**src/rtl/proc_pkg.sv**
```systemverilog
// Shared encodings for the multi-cycle core: instruction field positions,
// opcodes and FSM states.
package proc_pkg;

    localparam int RD_HI  = 15;
    localparam int RD_LO  = 12;
    localparam int OP_HI  = 11;
    localparam int OP_LO  = 8;
    localparam int IMM_HI = 7;
    localparam int IMM_LO = 0;

    typedef enum logic [3:0] {
        OP_NOP   = 4'h0,
        OP_OUTI  = 4'h1,
        OP_LOAD  = 4'h2,
        OP_LI    = 4'h3,
        OP_OUTR  = 4'h4,
        OP_STORE = 4'h5,
        OP_ADDI  = 4'h6,
        OP_JMP   = 4'h7,
        OP_BNZ   = 4'h8,
        OP_HALT  = 4'hF
    } opcode_e;

    typedef enum logic [1:0] {
        FETCH = 2'd0,
        EXEC  = 2'd1,
        MEM   = 2'd2,
        HALT  = 2'd3
    } state_e;

endpackage

```
**src/rtl/proc_regfile.sv**
```systemverilog
// Register file: one async read port, one write port, async clear,
// plus a dedicated tap on register 1 for debug.
module proc_regfile #(
    parameter  int NUM_REGS = 16,
    parameter  int DATA_W   = 8,
    localparam int SEL_W    = $clog2(NUM_REGS)
) (
    input  logic              clk,
    input  logic              rst_n,
    input  logic              we_i,
    input  logic [SEL_W-1:0]  waddr_i,
    input  logic [DATA_W-1:0] wdata_i,
    input  logic [SEL_W-1:0]  raddr_i,
    output logic [DATA_W-1:0] rdata_o,
    output logic [DATA_W-1:0] r1_o
);

    logic [NUM_REGS-1:0][DATA_W-1:0] regs_q;

    always_ff @(posedge clk or negedge rst_n) begin
        if (!rst_n) begin
            regs_q <= '0;
        end else if (we_i) begin
            regs_q[waddr_i] <= wdata_i;
        end
    end

    assign rdata_o = regs_q[raddr_i];
    assign r1_o    = regs_q[1];

endmodule

```
**src/rtl/proc_core.sv**
```systemverilog
// Multi-cycle core: FETCH/EXEC/MEM/HALT sequencer, PC, instruction register,
// output register and the memory req/ack handshake.
module proc_core
    import proc_pkg::*;
#(
    parameter  int DATA_W   = 8,
    parameter  int ADDR_W   = 8,
    parameter  int NUM_REGS = 16,
    localparam int SEL_W    = $clog2(NUM_REGS)
) (
    input  logic              clk,
    input  logic              rst_n,
    output logic              mem_req,
    output logic              mem_we,
    output logic [ADDR_W-1:0] mem_addr,
    output logic [15:0]       mem_wdata,
    input  logic [15:0]       mem_rdata,
    input  logic              mem_ack,
    output logic [DATA_W-1:0] out,
    output logic              out_valid,
    output logic [ADDR_W-1:0] pc,
    output logic              halted,
    output logic [DATA_W-1:0] dbg_r1
);

    state_e              state_q;
    logic [15:0]         ir_q;
    logic [ADDR_W-1:0]   pc_q;
    logic                mem_req_q;
    logic                mem_we_q;
    logic [ADDR_W-1:0]   mem_addr_q;
    logic [15:0]         mem_wdata_q;
    logic [DATA_W-1:0]   out_q;
    logic                out_valid_q;
    logic                halted_q;

    opcode_e             op;
    logic [SEL_W-1:0]    rd_sel;
    logic [DATA_W-1:0]   imm_d;
    logic [ADDR_W-1:0]   imm_a;
    logic [DATA_W-1:0]   rd_val;
    logic [ADDR_W-1:0]   pc_d;
    logic                rf_we;
    logic [DATA_W-1:0]   rf_wdata;

    assign op     = opcode_e'(ir_q[OP_HI:OP_LO]);
    assign rd_sel = SEL_W'(ir_q[RD_HI:RD_LO]);
    assign imm_d  = DATA_W'(ir_q[IMM_HI:IMM_LO]);
    assign imm_a  = ADDR_W'(ir_q[IMM_HI:IMM_LO]);

    proc_regfile #(.NUM_REGS(NUM_REGS), .DATA_W(DATA_W)) u_rf (
        .clk     (clk),
        .rst_n   (rst_n),
        .we_i    (rf_we),
        .waddr_i (rd_sel),
        .wdata_i (rf_wdata),
        .raddr_i (rd_sel),
        .rdata_o (rd_val),
        .r1_o    (dbg_r1)
    );

    always_comb begin
        pc_d = pc_q + ADDR_W'(1);
        if (op == OP_JMP || (op == OP_BNZ && rd_val != '0)) pc_d = imm_a;
    end

    // Register writes land on the edge that leaves EXEC, or the MEM ack edge for LOAD.
    always_comb begin
        rf_we    = 1'b0;
        rf_wdata = '0;
        if (state_q == EXEC) begin
            case (op)
                OP_LI:   begin rf_we = 1'b1; rf_wdata = imm_d;          end
                OP_ADDI: begin rf_we = 1'b1; rf_wdata = rd_val + imm_d; end
                default: ;
            endcase
        end else if (state_q == MEM && mem_ack && op == OP_LOAD) begin
            rf_we    = 1'b1;
            rf_wdata = DATA_W'(mem_rdata);
        end
    end

    // Bus outputs are registered with the state they belong to, so they hold
    // steady through wait states. FETCH with req low only occurs right after reset.
    always_ff @(posedge clk or negedge rst_n) begin
        if (!rst_n) begin
            state_q     <= FETCH;
            ir_q        <= '0;
            pc_q        <= '0;
            mem_req_q   <= 1'b0;
            mem_we_q    <= 1'b0;
            mem_addr_q  <= '0;
            mem_wdata_q <= '0;
            out_q       <= '0;
            out_valid_q <= 1'b0;
            halted_q    <= 1'b0;
        end else begin
            out_valid_q <= 1'b0;
            case (state_q)
                FETCH: begin
                    if (!mem_req_q) begin
                        mem_req_q  <= 1'b1;
                        mem_addr_q <= pc_q;
                    end else if (mem_ack) begin
                        ir_q      <= mem_rdata;
                        mem_req_q <= 1'b0;
                        state_q   <= EXEC;
                    end
                end
                EXEC: begin
                    case (op)
                        OP_OUTI: begin out_q <= imm_d;  out_valid_q <= 1'b1; end
                        OP_OUTR: begin out_q <= rd_val; out_valid_q <= 1'b1; end
                        default: ;
                    endcase
                    if (op == OP_HALT) begin
                        halted_q <= 1'b1;
                        state_q  <= HALT;
                    end else if (op == OP_LOAD || op == OP_STORE) begin
                        pc_q        <= pc_d;
                        mem_req_q   <= 1'b1;
                        mem_we_q    <= (op == OP_STORE);
                        mem_addr_q  <= imm_a;
                        mem_wdata_q <= (op == OP_STORE) ? 16'(rd_val) : 16'h0000;
                        state_q     <= MEM;
                    end else begin
                        pc_q       <= pc_d;
                        mem_req_q  <= 1'b1;
                        mem_addr_q <= pc_d;
                        state_q    <= FETCH;
                    end
                end
                MEM: begin
                    if (mem_ack) begin
                        mem_we_q    <= 1'b0;
                        mem_wdata_q <= '0;
                        mem_addr_q  <= pc_q;
                        state_q     <= FETCH;
                    end
                end
                HALT: ;
                default: state_q <= HALT;
            endcase
        end
    end

    assign mem_req   = mem_req_q;
    assign mem_we    = mem_we_q;
    assign mem_addr  = mem_addr_q;
    assign mem_wdata = mem_wdata_q;
    assign out       = out_q;
    assign out_valid = out_valid_q;
    assign pc        = pc_q;
    assign halted    = halted_q;

endmodule

```
**config.mk**
```make
export PLATFORM = sky130hd
export DESIGN_NAME = proc_core
export DESIGN_NICKNAME = d
export VERILOG_FILES = /design/src/rtl/proc_pkg.sv /design/src/rtl/proc_regfile.sv /design/src/rtl/proc_core.sv
export SDC_FILE = /design/constraint.sdc
export NUM_CORES = 1
export LEC_CHECK = 0
export CORE_MARGIN = 4
export CORE_UTILIZATION = 36
export CTS_CLUSTER_DIAMETER = 40
export DETAILED_ROUTE_END_ITERATION = 8
export PLACE_DENSITY = 0.62
export SLEW_MARGIN = 30
export SYNTH_ARGS = -nofsm -noshare
export SYNTH_HDL_FRONTEND = slang
export SYNTH_HIERARCHICAL = 1
export SYNTH_SLANG_ARGS = --single-unit
```
**constraint.sdc**
```tcl
create_clock -name clk -period 6.5 [get_ports clk]
set_input_delay 1.3 -clock clk [delete_from_list [all_inputs] [get_ports clk]]
set_output_delay 1.3 -clock clk [all_outputs]
set_load 0.01 [all_outputs]
```
==> impl_metrics.json <==
{
  "worst-setup-path-type": "flop to flop",
  "final_layout_size_suffix_gt1_frac": 0.345,
  "grtUsageTotal": 0.158,
  "grt_remaining_overflow": 0,
  "grt_pass1_wl_mm": 34.9,
  "synthFlopType": "dfrtp_1",
  "antenna_found_initial": 0,
  "syn_inst": 694,
  "routedWlPerCell_microns": 20.4,
  "cts_made_buffers": 17,
  "num-fill-cells": 2343,
  "min_path_type": "flop to flop",
  "area_growth_pct": 14.9,
  "synth_edf_count": 0,
  "max_freq_mhz": 211,
  "slew_viol_final": 0,
  "fp.dieW_microns": 169,
  "path_clk_slew_ns": 0.07,
  "synth_top_cell_by_area": "dfrtp_1",
  "final_nets": 766,
  "cts_sinks": 182,
  "start_util": 0.368,
  "fin_util": 0.423,
  "layout_commonest_cell": "dfrtp_1",
  "htree_levels": 4,
  "drt_iter0_drc": 372,
  "grt_max_degree": 75,
  "cts_buffer_depth": 2,
  "globalplace.congestion": 0.809,
  "dp_hpwl_mm": 14.9,
  "rows": 58,
  "yosys.cell_types.count": 72,
  "synth_seq_cells": 182,
  "cp_cell_sequence": "buf_4 > mux4_2 > a22oi_1 > nand2_1 > ha_1 > fa_1 > a21o_1 > a311o_1 > a21oi_1 > xnor2_1 > a31o_1 > mux2_2",
  "drtAntennaViolNets": 0,
  "peakVddDrop_uv": 215,
  "vias_per_cell": 5.45,
  "synth_warnings": 6,
  "whs_path_depth": 1,
  "antenna_cells": 0,
  "reg2reg_depth": 12,
  "setup_tns_ns": 0,
  "grt_pass1_vias": 5904,
  "critPathMaxFanout": 20,
  "slew_headroom": 0.325,
  "finClkSkew_ns": 0.0131,
  "multi_input_area_sq_um": 4430,
  "syn-cell-area_sq_um": 9290,
  "power.density_nw_per_um2": 442,
  "drt_first_pass_iters": 5,
  "worst_slew_pin_slew_ns": 1.01,
  "cts.repair.resized": 0,
  "crit_arrival_ns": 5.10,
  "instances_no_fill": 1076,
  "drc_errors": 0,
  "dieArea_sq_um": 28400,
  "vias": 5865,
  "portBuffers": 62,
  "syn_area_per_cell_sq_um": 13.4,
  "cts_hold_buffers": 0,
  "fin_crit_ns": 4.73,
  "die_h_microns": 169,
  "cap_violations": 0,
  "clock_latency_ns": 0.43,
  "startpoint_type": "flop",
  "synth-seq-area-share": 0.490,
  "critPathMaxStageDelay_ns": 0.80,
  "cp-end-kind": "flop",
  "cts_tree": "yes",
  "outcome": "complete, no violations",
  "async_flop_share": 1.00,
  "core_sq_um": 25300,
  "ff2ff_setup_slack_ns": 1.77,
  "netlist.area_leader.share": 0.490,
  "cts_root_buffer": "clkbuf_16",
  "rsz0062_at_grt": "false",
  "dp_cells": 1045,
  "power.leakage_nw": 4.63,
  "hold_violations": 0,
  "layout_worst_path_cycle_share": 0.728,
  "synthTopCellsByArea": "dfrtp_1 49%, mux2_2 16%, mux4_2 7.8%, a22oi_1 1.8%, ha_1 1.6%",
  "total_power_mw": 4.71,
  "drt_wl_total_mm": 21.9,
  "cp.required_ns": 6.87,
  "crit_path_top_delay_cell": "dfrtp_2",
  "layout_common_cells": "180 x dfrtp_1, 136 x mux2_2, 61 x clkdlybuf4s50_1, 40 x nand2_1, 32 x mux4_2",
  "num_io_pins": 71,
  "setup_viol": 0,
  "hold_ws_ns": 0.470,
  "final-seq-area_sq_um": 4560,
  "cts_setup_buffers": 0
}
[sequential cells by signal (all words and copies together), names as in the netlist]
signal / cells
u_rf/regs_q: 120
ir_q: 16
mem_addr: 8
mem_wdata: 8
out: 8
pc: 8
u_rf/r1_o: 8
state_q: 2
halted: 1
mem_req: 1
mem_we: 1
out_valid: 1
[synth_stat cells (3+ instances only)]
cell type / n
nand2_1: 40
xnor2_1: 9
o21ai_0: 3
inv_1: 3
o21ai_1: 27
mux2_2: 136
nand2b_4: 3
mux2_4: 8
nand3_1: 13
nor2_1: 14
mux4_2: 32
and2_1: 3
a221oi_1: 4
ha_1: 12
o22a_1: 3
nor3_1: 4
nor3_4: 3
buf_2: 8
a22oi_1: 22
nor2b_1: 5
buf_6: 6
a22o_1: 10
mux2i_1: 14
dfrtp_1: 182
clkbuf_1: 19
nor3_2: 4
a21o_1: 6
xor2_1: 4
or4_4: 3
nor2_2: 7
nand4_1: 3
buf_4: 19
a31oi_1: 4
a21oi_1: 10
buf_1: 3
[cells by family after synthesis]
group	Yosys count	synth area share
AOI/OAI and AO/OA	112	0.0865
xor gates and xnor gates	13	0.0123
adders and majority gates	13	0.0183
buffers and inverters	60	0.0379
DFF	182	0.490
muxes	190	0.271
other	1	0.000404
and+or+nand+nor	123	0.0838
[stage by stage]
| stage | area, sq um | setup slack (ns) |
|---|---|---|
| 3_5_place_dp | 10100 | 1.79 |
| 4_1_cts | 10700 | 1.78 |
| 5_1_grt | 10700 | 1.53 |
| 3_3_place_gp | 10100 | 1.76 |
| 2_1_floorplan | 9310 | 2.65 |
| 6_report | 10700 | 1.77 |
[report_power, final]
group | leakage [nW] | total (mW) | internal (mW) | switching (mW)
Combinational | 2.00 | 1.94 | 0.963 | 0.981
Sequential | 2.35 | 1.77 | 1.38 | 0.387
Clock | 0.280 | 1.00 | 0.519 | 0.484
Total | 4.63 | 4.71 | 2.86 | 1.85
[final timing paths]
| kind | start | to |
|---|---|---|
| worst max-delay path | ir_q[12]$_DFFE_PN0P_ | u_rf/regs_q[30]$_DFFE_PN0P_ |
| worst min-delay path | halted$_DFFE_PN0P_ | halted$_DFFE_PN0P_ |
| worst max register to register | ir_q[12]$_DFFE_PN0P_ | u_rf/regs_q[30]$_DFFE_PN0P_ |
| worst min register to register | halted$_DFFE_PN0P_ | halted$_DFFE_PN0P_ |
| max in group asynchronous | rst_n | ir_q[12]$_DFFE_PN0P_ |
| min in group asynchronous | rst_n | pc[3]$_DFFE_PN0P_ |
[worst max-delay path, delay by kind of cell (launching register included)]
kind | cells | cell delay [ns]
AO/OA/AOI/OAI | 5 | 1.59
XOR/XNOR | 1 | 0.15
adder cells (fa/ha/maj) | 2 | 0.66
buffers and inverters | 1 | 0.45
flip-flops | 1 | 0.80
multiplexers | 2 | 0.82
AND/OR/NAND/NOR | 1 | 0.17
[final cells by class]
cell class,instances,share of cell area
inverter,5,0.00176
clock inverter,13,0.0129
multi-input combinational,459,0.415
tap,330,0.0387
sequential,182,0.427
clock buffer,18,0.0412
timing repair buffer,69,0.0635
[routing by layer]
layer  track usage  wire [microns]  vias up
met5             0               0        -
met4        0.0367             251        0
met3        0.0308             824       18
met2         0.247           10400      137
met1         0.229           10500     3044
li1              -               -     2666
Power figures use the tool's default switching activity.
